File: src/rtl/instruction_pkg.sv
// Shared encodings for the RV32I memory stage: memory-op codes, FSM states and
// small decode helpers used by both the stage and its alignment unit.
package instruction_pkg;

    typedef enum logic [3:0] {
        MINST_LB   = 4'b0000,
        MINST_LH   = 4'b0001,
        MINST_LW   = 4'b0010,
        MINST_LBU  = 4'b0100,
        MINST_LHU  = 4'b0101,
        MINST_SB   = 4'b1000,
        MINST_SH   = 4'b1001,
        MINST_SW   = 4'b1010,
        MINST_NONE = 4'b1100
    } minst_e;

    typedef enum logic [1:0] {
        IDLE = 2'd0,
        REQ  = 2'd1,
        RESP = 2'd2
    } mem_state_e;

    localparam logic [1:0] SZ_B = 2'b00;
    localparam logic [1:0] SZ_H = 2'b01;
    localparam logic [1:0] SZ_W = 2'b10;

    function automatic logic is_mem_op(input logic [3:0] minst);
        case (minst)
            MINST_LB, MINST_LH, MINST_LW, MINST_LBU, MINST_LHU,
            MINST_SB, MINST_SH, MINST_SW: return 1'b1;
            default:                      return 1'b0;
        endcase
    endfunction

    // Halfwords need even addresses, words need 4-byte alignment.
    function automatic logic is_misaligned(input logic [1:0] size, input logic [1:0] addr_lo);
        case (size)
            SZ_H:    return addr_lo[0];
            SZ_W:    return addr_lo != 2'b00;
            default: return 1'b0;
        endcase
    endfunction

endpackage

File: src/rtl/mem_stage_if.sv
// Data-memory request/response bus between the memory stage (master) and the
// data memory (slave).
interface mem_stage_if #(
    parameter int ADDR_W = 32
);
    logic              dmem_req;
    logic              dmem_ready;
    logic              dmem_we;
    logic [ADDR_W-1:0] dmem_addr;
    logic [3:0]        dmem_wstrb;
    logic [31:0]       dmem_wdata;
    logic              dmem_rvalid;
    logic [31:0]       dmem_rdata;

    modport master (
        output dmem_req, dmem_we, dmem_addr, dmem_wstrb, dmem_wdata,
        input  dmem_ready, dmem_rvalid, dmem_rdata
    );

    modport slave (
        input  dmem_req, dmem_we, dmem_addr, dmem_wstrb, dmem_wdata,
        output dmem_ready, dmem_rvalid, dmem_rdata
    );
endinterface

File: src/rtl/mem_align.sv
// Combinational byte-lane steering: store strobe/data replication and load
// extraction with sign or zero extension.
module mem_align
    import instruction_pkg::*;
(
    input  logic [1:0]  st_size,
    input  logic [1:0]  st_addr_lo,
    input  logic [31:0] st_data,
    output logic [3:0]  st_wstrb,
    output logic [31:0] st_wdata,
    input  logic [2:0]  ld_funct3,
    input  logic [1:0]  ld_addr_lo,
    input  logic [31:0] ld_rdata,
    output logic [31:0] ld_data
);

    function automatic logic signed [31:0] sext8(input logic signed [7:0] v);
        return 32'(v);
    endfunction

    function automatic logic signed [31:0] sext16(input logic signed [15:0] v);
        return 32'(v);
    endfunction

    logic [31:0] shifted;

    always_comb begin
        st_wstrb = 4'b0000;
        st_wdata = 32'h0;
        case (st_size)
            SZ_B: begin
                st_wstrb = 4'b0001 << st_addr_lo;
                st_wdata = {4{st_data[7:0]}};
            end
            SZ_H: begin
                st_wstrb = 4'b0011 << {st_addr_lo[1], 1'b0};
                st_wdata = {2{st_data[15:0]}};
            end
            default: begin
                st_wstrb = 4'b1111;
                st_wdata = st_data;
            end
        endcase
    end

    // The addressed byte/halfword is moved down to lane 0 before extension.
    assign shifted = ld_rdata >> {ld_addr_lo, 3'b000};

    always_comb begin
        ld_data = shifted;
        case (ld_funct3)
            3'b000:  ld_data = sext8(shifted[7:0]);
            3'b100:  ld_data = {24'h0, shifted[7:0]};
            3'b001:  ld_data = sext16(shifted[15:0]);
            3'b101:  ld_data = {16'h0, shifted[15:0]};
            default: ld_data = shifted;
        endcase
    end

endmodule

File: src/rtl/mem_stage.sv
// RV32I memory-access stage: issues loads/stores on the data-memory bus, stalls
// upstream while a transaction is outstanding, and produces the writeback record.
module mem_stage
    import instruction_pkg::*;
#(
    parameter int ADDR_W    = 32,
    parameter bit STORE_ACK = 1'b0
) (
    input  logic        clk,
    input  logic        reset,
    input  logic [3:0]  minst_i,
    input  logic [31:0] result_i,
    input  logic [31:0] wdata_i,
    input  logic [4:0]  rd_i,
    input  logic        rd_v_i,
    output logic        hazard_m,
    mem_stage_if.master dmem,
    output logic        wb_v,
    output logic [4:0]  wb_rd,
    output logic [31:0] wb_data,
    output logic        misalign_o
);

    mem_state_e  state;
    mem_state_e  state_nxt;

    logic        cmd_mem;
    logic        cmd_mis;
    logic        issue;
    logic [3:0]  st_wstrb;
    logic [31:0] st_wdata;
    logic [31:0] ld_data;

    logic [2:0]  ld_funct3_p1;
    logic [1:0]  ld_lo_p1;
    logic [4:0]  rd_p1;
    logic        rd_v_p1;
    logic        store_p1;

    assign cmd_mem = is_mem_op(minst_i);
    assign cmd_mis = is_misaligned(minst_i[1:0], result_i[1:0]);
    assign issue   = (state == IDLE) && cmd_mem && !cmd_mis;

    mem_align u_align (
        .st_size    (minst_i[1:0]),
        .st_addr_lo (result_i[1:0]),
        .st_data    (wdata_i),
        .st_wstrb   (st_wstrb),
        .st_wdata   (st_wdata),
        .ld_funct3  (ld_funct3_p1),
        .ld_addr_lo (ld_lo_p1),
        .ld_rdata   (dmem.dmem_rdata),
        .ld_data    (ld_data)
    );

    always_ff @(posedge clk or negedge reset) begin
        if (!reset) state <= IDLE;
        else        state <= state_nxt;
    end

    always_comb begin
        state_nxt = state;
        case (state)
            IDLE: if (issue) state_nxt = REQ;
            REQ:  if (dmem.dmem_ready) state_nxt = (!store_p1 || STORE_ACK) ? RESP : IDLE;
            RESP: if (dmem.dmem_rvalid) state_nxt = IDLE;
            default: state_nxt = IDLE;
        endcase
    end

    // p0 -> p1: command captured at acceptance for use when the response returns
    always_ff @(posedge clk) begin
        if (state == IDLE && cmd_mem) begin
            ld_funct3_p1 <= minst_i[2:0];
            ld_lo_p1     <= result_i[1:0];
            rd_p1        <= rd_i;
            rd_v_p1      <= rd_v_i;
            store_p1     <= minst_i[3];
        end
    end

    // p1 -> bus/writeback: registered request and writeback outputs
    always_ff @(posedge clk or negedge reset) begin
        if (!reset) begin
            hazard_m        <= 1'b0;
            dmem.dmem_req   <= 1'b0;
            dmem.dmem_we    <= 1'b0;
            dmem.dmem_addr  <= '0;
            dmem.dmem_wstrb <= 4'b0000;
            dmem.dmem_wdata <= 32'h0;
            wb_v            <= 1'b0;
            wb_rd           <= 5'd0;
            wb_data         <= 32'h0;
            misalign_o      <= 1'b0;
        end else begin
            hazard_m   <= (state_nxt != IDLE);
            wb_v       <= 1'b0;
            misalign_o <= 1'b0;
            case (state)
                IDLE: begin
                    if (cmd_mem) begin
                        if (cmd_mis) begin
                            misalign_o <= 1'b1;
                        end else begin
                            dmem.dmem_req   <= 1'b1;
                            dmem.dmem_we    <= minst_i[3];
                            dmem.dmem_addr  <= {result_i[ADDR_W-1:2], 2'b00};
                            dmem.dmem_wstrb <= st_wstrb;
                            dmem.dmem_wdata <= st_wdata;
                        end
                    end else begin
                        wb_v    <= rd_v_i;
                        wb_rd   <= rd_i;
                        wb_data <= result_i;
                    end
                end
                REQ: begin
                    if (dmem.dmem_ready) dmem.dmem_req <= 1'b0;
                end
                RESP: begin
                    // A store waiting for its write ack retires without writeback.
                    if (dmem.dmem_rvalid && !store_p1) begin
                        wb_v    <= rd_v_p1;
                        wb_rd   <= rd_p1;
                        wb_data <= ld_data;
                    end
                end
                default: ;
            endcase
        end
    end

endmodule

File: src/flat_wrapper.sv
// flat-port wrapper written by rule: the top's interface ports become plain ports
module mem_stage_flat import instruction_pkg::*;
#(
    parameter int ADDR_W    = 32,
    parameter bit STORE_ACK = 1'b0
)
  (clk, reset, minst_i, result_i, wdata_i, rd_i, rd_v_i, hazard_m, wb_v, wb_rd, wb_data, misalign_o, dmem_dmem_req, dmem_dmem_we, dmem_dmem_addr, dmem_dmem_wstrb, dmem_dmem_wdata, dmem_dmem_ready, dmem_dmem_rvalid, dmem_dmem_rdata);
  mem_stage_if #(.ADDR_W(ADDR_W)) dmem_i ();
  input  logic clk;
  input  logic reset;
  input  logic [3:0] minst_i;
  input  logic [31:0] result_i;
  input  logic [31:0] wdata_i;
  input  logic [4:0] rd_i;
  input  logic rd_v_i;
  output logic hazard_m;
  output logic wb_v;
  output logic [4:0] wb_rd;
  output logic [31:0] wb_data;
  output logic misalign_o;
  output wire logic [$bits(dmem_i.dmem_req)-1:0] dmem_dmem_req;
  output wire logic [$bits(dmem_i.dmem_we)-1:0] dmem_dmem_we;
  output wire logic [$bits(dmem_i.dmem_addr)-1:0] dmem_dmem_addr;
  output wire logic [$bits(dmem_i.dmem_wstrb)-1:0] dmem_dmem_wstrb;
  output wire logic [$bits(dmem_i.dmem_wdata)-1:0] dmem_dmem_wdata;
  input wire logic [$bits(dmem_i.dmem_ready)-1:0] dmem_dmem_ready;
  input wire logic [$bits(dmem_i.dmem_rvalid)-1:0] dmem_dmem_rvalid;
  input wire logic [$bits(dmem_i.dmem_rdata)-1:0] dmem_dmem_rdata;
  assign dmem_dmem_req = dmem_i.dmem_req;
  assign dmem_dmem_we = dmem_i.dmem_we;
  assign dmem_dmem_addr = dmem_i.dmem_addr;
  assign dmem_dmem_wstrb = dmem_i.dmem_wstrb;
  assign dmem_dmem_wdata = dmem_i.dmem_wdata;
  assign dmem_i.dmem_ready = dmem_dmem_ready;
  assign dmem_i.dmem_rvalid = dmem_dmem_rvalid;
  assign dmem_i.dmem_rdata = dmem_dmem_rdata;
  mem_stage #(.ADDR_W(ADDR_W), .STORE_ACK(STORE_ACK)) u_core (.clk(clk), .reset(reset), .minst_i(minst_i), .result_i(result_i), .wdata_i(wdata_i), .rd_i(rd_i), .rd_v_i(rd_v_i), .hazard_m(hazard_m), .dmem(dmem_i), .wb_v(wb_v), .wb_rd(wb_rd), .wb_data(wb_data), .misalign_o(misalign_o));
endmodule
File: config.mk
export PLATFORM = sky130hd
export DESIGN_NAME = mem_stage_flat
export DESIGN_NICKNAME = d
export VERILOG_FILES = /design/src/rtl/instruction_pkg.sv /design/src/rtl/mem_stage_if.sv /design/src/rtl/mem_align.sv /design/src/rtl/mem_stage.sv /design/src/flat_wrapper.sv
export SDC_FILE = /design/constraint.sdc
export NUM_CORES = 1
export LEC_CHECK = 0
export CAP_MARGIN = 40
export CORE_UTILIZATION = 25
export CTS_CLUSTER_SIZE = 16
export DETAILED_ROUTE_END_ITERATION = 16
export HOLD_SLACK_MARGIN = 0.06
export MAX_ROUTING_LAYER = met4
export SYNTH_ARGS = -nofsm -noshare
export SYNTH_HDL_FRONTEND = slang
export SYNTH_SLANG_ARGS = --single-unit
File: constraint.sdc
create_clock -name clk -period 1.9 [get_ports clk]
set_clock_uncertainty 0.1 [all_clocks]
set_input_delay 0.19 -clock clk [delete_from_list [all_inputs] [get_ports clk]]
set_output_delay 0.19 -clock clk [all_outputs]
set_load 0.1 [all_outputs]
==> impl_table.tex, run 1 <==
\begin{tabular}{lr}
\hline
Metric & Value \\
\hline
\multicolumn{2}{l}{\textbf{Cells and area}} \\
Fraction of final layout cells sized beyond drive strength 1 & 0.3122 \\
Fillcell total & 2216 \\
Storage element area & 0.003114 mm\^{}2 \\
Area growth from synthesis to final layout & 58.65\% \\
Area of the multi-input gates & 0.002487 mm\^{}2 \\
Total Nets Final & 905 \\
Post-route cell area & 0.009155 mm\^{}2 \\
\multicolumn{2}{l}{\textbf{Clock tree}} \\
CTS tree & yes \\
Skew-Pair Late Insertion Delay & 420 ps \\
Clock transition at the registers of the reported paths & 60 ps \\
H-tree depth & 4 \\
Maximum buffer depth of the clock tree & 2 \\
TritonCTS buffer count & 17 \\
Sinks on Clock Net & 122 \\
Root Driver & sky130\_fd\_sc\_hd\_\_clkbuf\_16 \\
\multicolumn{2}{l}{\textbf{Routing}} \\
Drt pass-1 iters & 5 \\
Initial detailed-routing violation count & 188 \\
Routed len/inst & 17.99 um \\
Wire length after detailed routing & 19600 um \\
Remaining antenna violation count & 0 \\
Routed vias/inst & 4.683 \\
DRC errors left & 0 \\
Routed via count & 5105 \\
\multicolumn{2}{l}{\textbf{Worst setup path}} \\
Worst-case reg-to-reg path depth & 6 \\
Cell with the largest stage delay on the worst path & sky130\_fd\_sc\_hd\_\_edfxtp\_1 \\
CP max FO & 5 \\
WS Path Type & reg2reg \\
Crit path capture type & flip-flop \\
Sequence of cells on the critical path & mux2\_4 -> or3\_4 -> nand3\_4 -> buf\_4 -> o211ai\_1 -> a22o\_1 \\
Required arrival time at the worst endpoint & 2100 ps \\
Critical path data arrival time & 2110 ps \\
Crit path launch type & flip-flop \\
Max stage delay on crit path & 420 ps \\
\multicolumn{2}{l}{\textbf{Hold path}} \\
Cell depth of the worst min-delay path & 3 \\
HP Class & in2reg \\
\multicolumn{2}{l}{\textbf{STA}} \\
Number of setup violations in the final report & 3 \\
Final Hold Violating Endpoints & 0 \\
Max Transition Viols Final & 0 \\
Post-route setup slack & -4.086 ps \\
Max frequency & 0.5252 GHz \\
Relative slew margins & 0.5622 \\
Final critical-path share of the clock period & 1.002 \\
Measured slew at the worst slew-check pin & 656.7 ps \\
Min cycle time layout & 1904 ps \\
Setup repair after global routing missed its margin & yes \\
\multicolumn{2}{l}{\textbf{Die}} \\
Core Area & 0.02264 mm\^{}2 \\
Area of the die & 0.02369 mm\^{}2 \\
Effective utilization at floorplan & 0.2549 \\
Top Ports & 220 \\
Vertical die dimension & 153.9 um \\
Horiz. Die Dim & 153.9 um \\
Placement row count & 55 \\
\multicolumn{2}{l}{\textbf{Logic synthesis}} \\
Adder and majority gate portion of the synthesized area & 0.008673 \\
Post-synthesis instance area & 0.005771 mm\^{}2 \\
Complex-gate fraction of the synthesized area & 0.1635 \\
Simple-gate share of the synthesized area & 0.1060 \\
Count of flip-flops with a built-in enable after synthesis & 12 \\
Warnings, synthesis & 0 \\
Xor and xnor fraction of the mapped netlist area & 0 \\
Cell type with the highest aggregate area in the netlist & sky130\_fd\_sc\_hd\_\_dfrtp\_1 \\
Synth cell types & 41 \\
Top post-synthesis cells by area & sky130\_fd\_sc\_hd\_\_dfrtp\_1, sky130\_fd\_sc\_hd\_\_mux2\_2, sky130\_fd\_sc\_hd\_\_edfxtp\_1 \\
Share of the synthesized area in the top cell type & 0.4770 \\
Sequential fraction of the synthesis area & 0.5395 \\
Number of instances in the synthesized netlist & 533 \\
Most used flip-flop cell after synthesis & sky130\_fd\_sc\_hd\_\_dfrtp\_1 \\
Post-synth ARST share & 0.9016 \\
Multiplexer share of the synthesized area & 0.1377 \\
Most frequent cell after synthesis & sky130\_fd\_sc\_hd\_\_dfrtp\_1 \\
Ranking of synthesized cells by instance count & sky130\_fd\_sc\_hd\_\_dfrtp\_1, sky130\_fd\_sc\_hd\_\_nor2\_1, sky130\_fd\_sc\_hd\_\_mux2\_2 \\
Flop and latch count out of synthesis & 122 \\
Syn avg cell area & 10.83 um\^{}2 \\
Dominant combinational cell family by area after synthesis & compound AO/OA/AOI/OAI gates \\
\multicolumn{2}{l}{\textbf{GRT}} \\
Antenna violations before repair & 1 \\
Maximum number of pins on one net before global-route repair & 111 \\
Gr ovfl total & 0 \\
Overall Global Routing Usage & 0.1673 \\
Number of global-route vias before repair & 4988 \\
First-pass GRT wire length & 29060 um \\
\multicolumn{2}{l}{\textbf{Status}} \\
Run status & finished with violations \\
Failing checks & setup timing \\
\multicolumn{2}{l}{\textbf{Placement}} \\
Placer's final routability congestion estimate & 0.8454 \\
Post-Place Cell Area & 0.008354 mm\^{}2 \\
HPWL Detailed & 14030 um \\
Port Buf Inserts & 217 \\
\multicolumn{2}{l}{\textbf{Flow run}} \\
Max-cap check violation count & 0 \\
\hline
\end{tabular}
worst max-delay path, delay by kind of cell (launching register included):
kind / cells / cell delay, ps
compound gates: 2 / 280
buf+inv: 1 / 130
mux: 1 / 320
flops: 1 / 420
simple gates: 2 / 530
per-stage QoR:
stage                     hold WS, ps  worst slack [ps]  setup TNS (ps)    util  instances
after floorplan                -205.6             14.79               0       -        534
after global placement          233.8            -440.5          -38250  0.3690       1050
after detailed placement        231.0            -462.7          -40310  0.3690       1050
after CTS                       210.2             4.762               0  0.3983       1083
after global routing            142.8            -52.20          -488.3  0.4044       1090
final                           132.6            -4.086          -6.844  0.4044       1090
metal layers:
layer	global-route usage	vias up	part of all wire
met4	0.04381	0	0.0043
li1	-	2439	-
met3	0.05158	10	0.071
met1	0.2216	2453	0.47
met2	0.2463	203	0.45
met5	-	-	0
path summary, 6_finish.rpt:
check                                               start                               endpoint  slack, ps
min reg2reg                u_core.wb_data[30]$_DFFE_PN0P_         u_core.wb_data[30]$_DFFE_PN0P_        380
max reg2reg                  u_core.ld_lo_p1[0]$_DFFE_PP_         u_core.wb_data[19]$_DFFE_PN0P_         -4
min in group asynchronous                           reset  u_core.dmem.dmem_addr[26]$_DFFE_PN0P_        250
max in group asynchronous                           reset              u_core.state[1]$_DFF_PN0_        900
min                                            minst_i[0]       u_core.ld_funct3_p1[0]$_DFFE_PP_        130
max                          u_core.ld_lo_p1[0]$_DFFE_PP_         u_core.wb_data[19]$_DFFE_PN0P_         -4
logic make-up (layout without fill, tap and decap cells):
kind of cell / Yosys count / in the layout
AOI/OAI and AO/OA: 144 / 144
adders and majority gates: 4 / 4
buffers and inverters: 49 / 318
DFF: 122 / 122
muxes: 74 / 74
other: 1 / 3
and+or+nand+nor: 139 / 140
placed cells by master, fill, tap and decap left out, types with 10 or more instances in the layout:
| cell type | synthesis | layout |
|---|---|---|
| sky130_fd_sc_hd__a21oi_1 | 37 | 37 |
| sky130_fd_sc_hd__a22o_1 | 16 | 16 |
| sky130_fd_sc_hd__a22oi_1 | 16 | 16 |
| sky130_fd_sc_hd__a31oi_1 | 10 | 10 |
| sky130_fd_sc_hd__buf_4 | 7 | 153 |
| sky130_fd_sc_hd__clkbuf_16 | 0 | 19 |
| sky130_fd_sc_hd__clkdlybuf4s50_1 | 0 | 106 |
| sky130_fd_sc_hd__dfrtp_1 | 110 | 109 |
| sky130_fd_sc_hd__edfxtp_1 | 12 | 12 |
| sky130_fd_sc_hd__mux2_2 | 39 | 39 |
| sky130_fd_sc_hd__mux2i_1 | 34 | 34 |
| sky130_fd_sc_hd__nand2_1 | 33 | 33 |
| sky130_fd_sc_hd__nor2_1 | 81 | 79 |
| sky130_fd_sc_hd__o21ai_0 | 25 | 23 |
what timing repair did:
action                                 4_1_cts  5_1_grt
hold buffers                                 1        0
setup endpoints to repair                   12       82
endpoints found under the hold margin      110        0
pin swaps                                    2        3
buffers inserted                             0        3
gates resized for setup                      3       15
gates cloned                                 0        3
cell type report:
class | instances | share of cell area
Sequential cell | 122 | 0.3402
Timing Repair Buffer | 278 | 0.2765
Multi-Input combinational cell | 364 | 0.2717
Clock buffer | 19 | 0.04729
Tap cell | 285 | 0.03895
Clock inverter | 13 | 0.02187
Inverter | 8 | 0.003280
Antenna cell | 1 | 0.0002733
registers in the layout, indices dropped and copies added, names as in the netlist:
register                cells
u_core.dmem.dmem_wdata     32
u_core.wb_data             32
u_core.dmem.dmem_addr      30
u_core.rd_p1                5
u_core.wb_rd                5
u_core.dmem.dmem_wstrb      4
u_core.ld_funct3_p1         3
u_core.ld_lo_p1             2
u_core.state                2
u_core.dmem.dmem_req        1
u_core.dmem.dmem_we         1
u_core.hazard_m             1
u_core.misalign_o           1
u_core.rd_v_p1              1
u_core.store_p1             1
u_core.wb_v                 1
Power of run 1 is left out: the tool's default activity adds up to more than one toggle a clock period on the data nets, which glitch-free logic cannot reach.
==> run 2: changes to the inputs <==
SKIP_CTS_REPAIR_TIMING = 1   (was default)
==> run 2 against run 1 <==
Net effect:
- the flow now finishes without violations
- die area unchanged
- routed wire length about the same
- worst setup slack improved by 27 ps
- first-iteration DRC count increased by 6.4%
- critical endpoint is now u_core.wb_data[12]$_DFFE_PN0P_
- highest routed layer unchanged
==> impl_table.tex, run 2 (synthesis gave the netlist of run 1 again) <==
\begin{tabular}{lr}
\hline
Metric & Value \\
\hline
\multicolumn{2}{l}{\textbf{Worst setup path}} \\
Crit path launch type & flip-flop \\
Required arrival time at the worst endpoint & 2100 ps (about the same) \\
Worst setup slack for register-to-register paths & 20 ps (+30 ps) \\
Critical path data arrival time & 2080 ps (-30 ps) \\
Worst r2r dst & u\_core.wb\_data[12]\$\_DFFE\_PN0P\_ \\
Worst reg2reg path startpoint & u\_core.ld\_lo\_p1[0]\$\_DFFE\_PP\_ \\
Crit path capture type & flip-flop \\
CP max FO & 7 (+2) \\
WS Path Type & reg2reg \\
Worst-case reg-to-reg path depth & 6 (unchanged) \\
Startpoint of the most critical setup path & u\_core.ld\_lo\_p1[0]\$\_DFFE\_PP\_ \\
\multicolumn{2}{l}{\textbf{STA}} \\
Final Hold Violating Endpoints & 0 (unchanged) \\
Max frequency & 0.5326 GHz (+1.4\%) \\
Final critical-path share of the clock period & 0.9881 (-0.01400) \\
Setup repair after global routing missed its margin & yes \\
Relative slew margins & 0.5557 (-0.006468) \\
Max Transition Viols Final & 0 (unchanged) \\
Final setup TNS & 0 ps (+6.844 ps) \\
Measured slew at the worst slew-check pin & 666.4 ps (+9.701 ps) \\
Min cycle time layout & 1877 ps (-26.60 ps) \\
Post-route setup slack & 22.52 ps (+26.60 ps) \\
Number of setup violations in the final report & 0 (-3) \\
\multicolumn{2}{l}{\textbf{Placement}} \\
Port Buf Inserts & 217 (unchanged) \\
Post-Place Cell Area & 0.008354 mm\^{}2 (unchanged) \\
Post-place setup slack & -462.7 ps (unchanged) \\
HPWL Detailed & 14030 um (unchanged) \\
Placer's final routability congestion estimate & 0.8454 (unchanged) \\
Number of placed instances with taps included & 1050 (unchanged) \\
\multicolumn{2}{l}{\textbf{Clock tree}} \\
H-tree depth & 4 (unchanged) \\
Root Driver & sky130\_fd\_sc\_hd\_\_clkbuf\_16 \\
Maximum buffer depth of the clock tree & 2 (unchanged) \\
TritonCTS buffer count & 17 (unchanged) \\
Sinks on Clock Net & 122 (unchanged) \\
Skew-Pair Late Insertion Delay & 410 ps (about the same) \\
CTS tree & yes \\
Clock transition at the registers of the reported paths & 60 ps (about the same) \\
\multicolumn{2}{l}{\textbf{Die}} \\
Core Area & 0.02264 mm\^{}2 (unchanged) \\
Top Ports & 220 (unchanged) \\
Placement row count & 55 (unchanged) \\
Effective utilization at floorplan & 0.2549 (unchanged) \\
Horiz. Die Dim & 153.9 um (unchanged) \\
Vertical die dimension & 153.9 um (unchanged) \\
Area of the die & 0.02369 mm\^{}2 (unchanged) \\
\multicolumn{2}{l}{\textbf{Cells and area}} \\
Fin cells & 1090 (unchanged) \\
Top library cells by usage in the layout, fill and taps aside & sky130\_fd\_sc\_hd\_\_buf\_4, sky130\_fd\_sc\_hd\_\_dfrtp\_1, sky130\_fd\_sc\_hd\_\_clkdlybuf4s50\_1, sky130\_fd\_sc\_hd\_\_nor2\_1, sky130\_fd\_sc\_hd\_\_mux2\_2 \\
Total Nets Final & 905 (unchanged) \\
Fraction of final layout cells sized beyond drive strength 1 & 0.3134 (+0.001244) \\
Fillcell total & 2217 (+0.045\%) \\
Area growth from synthesis to final layout & 58.78\% (about the same) \\
Largest registers & u\_core.dmem.dmem\_wdata: 32 flops, u\_core.wb\_data: 32 flops, u\_core.dmem.dmem\_addr: 30 flops \\
Post-route cell area & 0.009163 mm\^{}2 (about the same) \\
Most frequent standard cell in the layout excluding fill and tap cells & sky130\_fd\_sc\_hd\_\_buf\_4 \\
\multicolumn{2}{l}{\textbf{GRT}} \\
First-pass GRT wire length & 29040 um (about the same) \\
Number of global-route vias before repair & 4972 (-0.32\%) \\
Overall Global Routing Usage & 0.1672 (about the same) \\
Maximum number of pins on one net before global-route repair & 111 (unchanged) \\
Antenna violations before repair & 1 (unchanged) \\
Gr ovfl total & 0 (unchanged) \\
\multicolumn{2}{l}{\textbf{Hold path}} \\
Hold\_sp & minst\_i[0] \\
Destination of the worst hold path & u\_core.ld\_funct3\_p1[0]\$\_DFFE\_PP\_ \\
Cell depth of the worst min-delay path & 3 (unchanged) \\
HP Class & in2reg \\
\multicolumn{2}{l}{\textbf{Routing}} \\
Drt pass-1 iters & 4 (-1) \\
Remaining antenna violation count & 0 (unchanged) \\
Wire length after detailed routing & 19590 um (about the same) \\
Routed len/inst & 17.97 um (about the same) \\
Initial detailed-routing violation count & 200 (+6.4\%) \\
Routed vias/inst & 4.690 (+0.14\%) \\
DRC errors left & 0 (unchanged) \\
Routed via count & 5112 (+0.14\%) \\
\multicolumn{2}{l}{\textbf{Flow run}} \\
Max-cap check violation count & 0 (unchanged) \\
\multicolumn{2}{l}{\textbf{Status}} \\
Run status & complete, no violations \\
\hline
\end{tabular}
==> run 2: through the flow <==
stage | hold WS (ps) | util
after floorplan | -205.6 | -
after global placement | 233.8 | 0.3690
after CTS | -214.2 | 0.3970
after detailed placement | 231.0 | 0.3690
after global routing | 142.8 | 0.4047
final | 141.2 | 0.4047
==> run 2: worst max path at each step <==
stage	endpoint	slack, ps	cells past startpoint
after floorplan	u_core.dmem.dmem_addr[10]$_DFFE_PN0P_	10	8
after global placement	u_core.wb_data[26]$_DFFE_PN0P_	-440	10
after detailed placement	u_core.dmem.dmem_addr[13]$_DFFE_PN0P_	-460	8
after CTS	u_core.dmem.dmem_addr[13]$_DFFE_PN0P_	-10	8
after global routing	u_core.wb_data[8]$_DFFE_PN0P_	-40	6
final	u_core.wb_data[12]$_DFFE_PN0P_	20	6
==> run 2: critical path, stage by stage (launching register included) <==
cell	delay, ps
sky130_fd_sc_hd__edfxtp_1	430
sky130_fd_sc_hd__mux2_4	320
sky130_fd_sc_hd__or3_4	370
sky130_fd_sc_hd__nand3_4	130
sky130_fd_sc_hd__buf_12	130
sky130_fd_sc_hd__o21ai_0	90
sky130_fd_sc_hd__a22o_1	190
==> run 2: routing by layer <==
layer / track usage / routed length, um / vias up
met5: - / 0 / -
met3: 0.05158 / 1480 / 14
met1: 0.2220 / 9130 / 2445
met2: 0.2457 / 8815 / 216
li1: - / - / 2437
met4: 0.04381 / 161 / 0
==> run 2: area by class of cell <==
cell class                      instances  area (um^2)  share of cell area
Sequential cell                       122         3114              0.3399
Timing Repair Buffer                  278         2535              0.2767
Multi-Input combinational cell        364         2491              0.2719
Clock buffer                           19        432.9             0.04725
Tap cell                              285        356.6             0.03892
Clock inverter                         13        200.2             0.02185
Inverter                                8        30.03            0.003277
Antenna cell                            1        2.502           0.0002731
Power of run 2 is left out for the same reason.
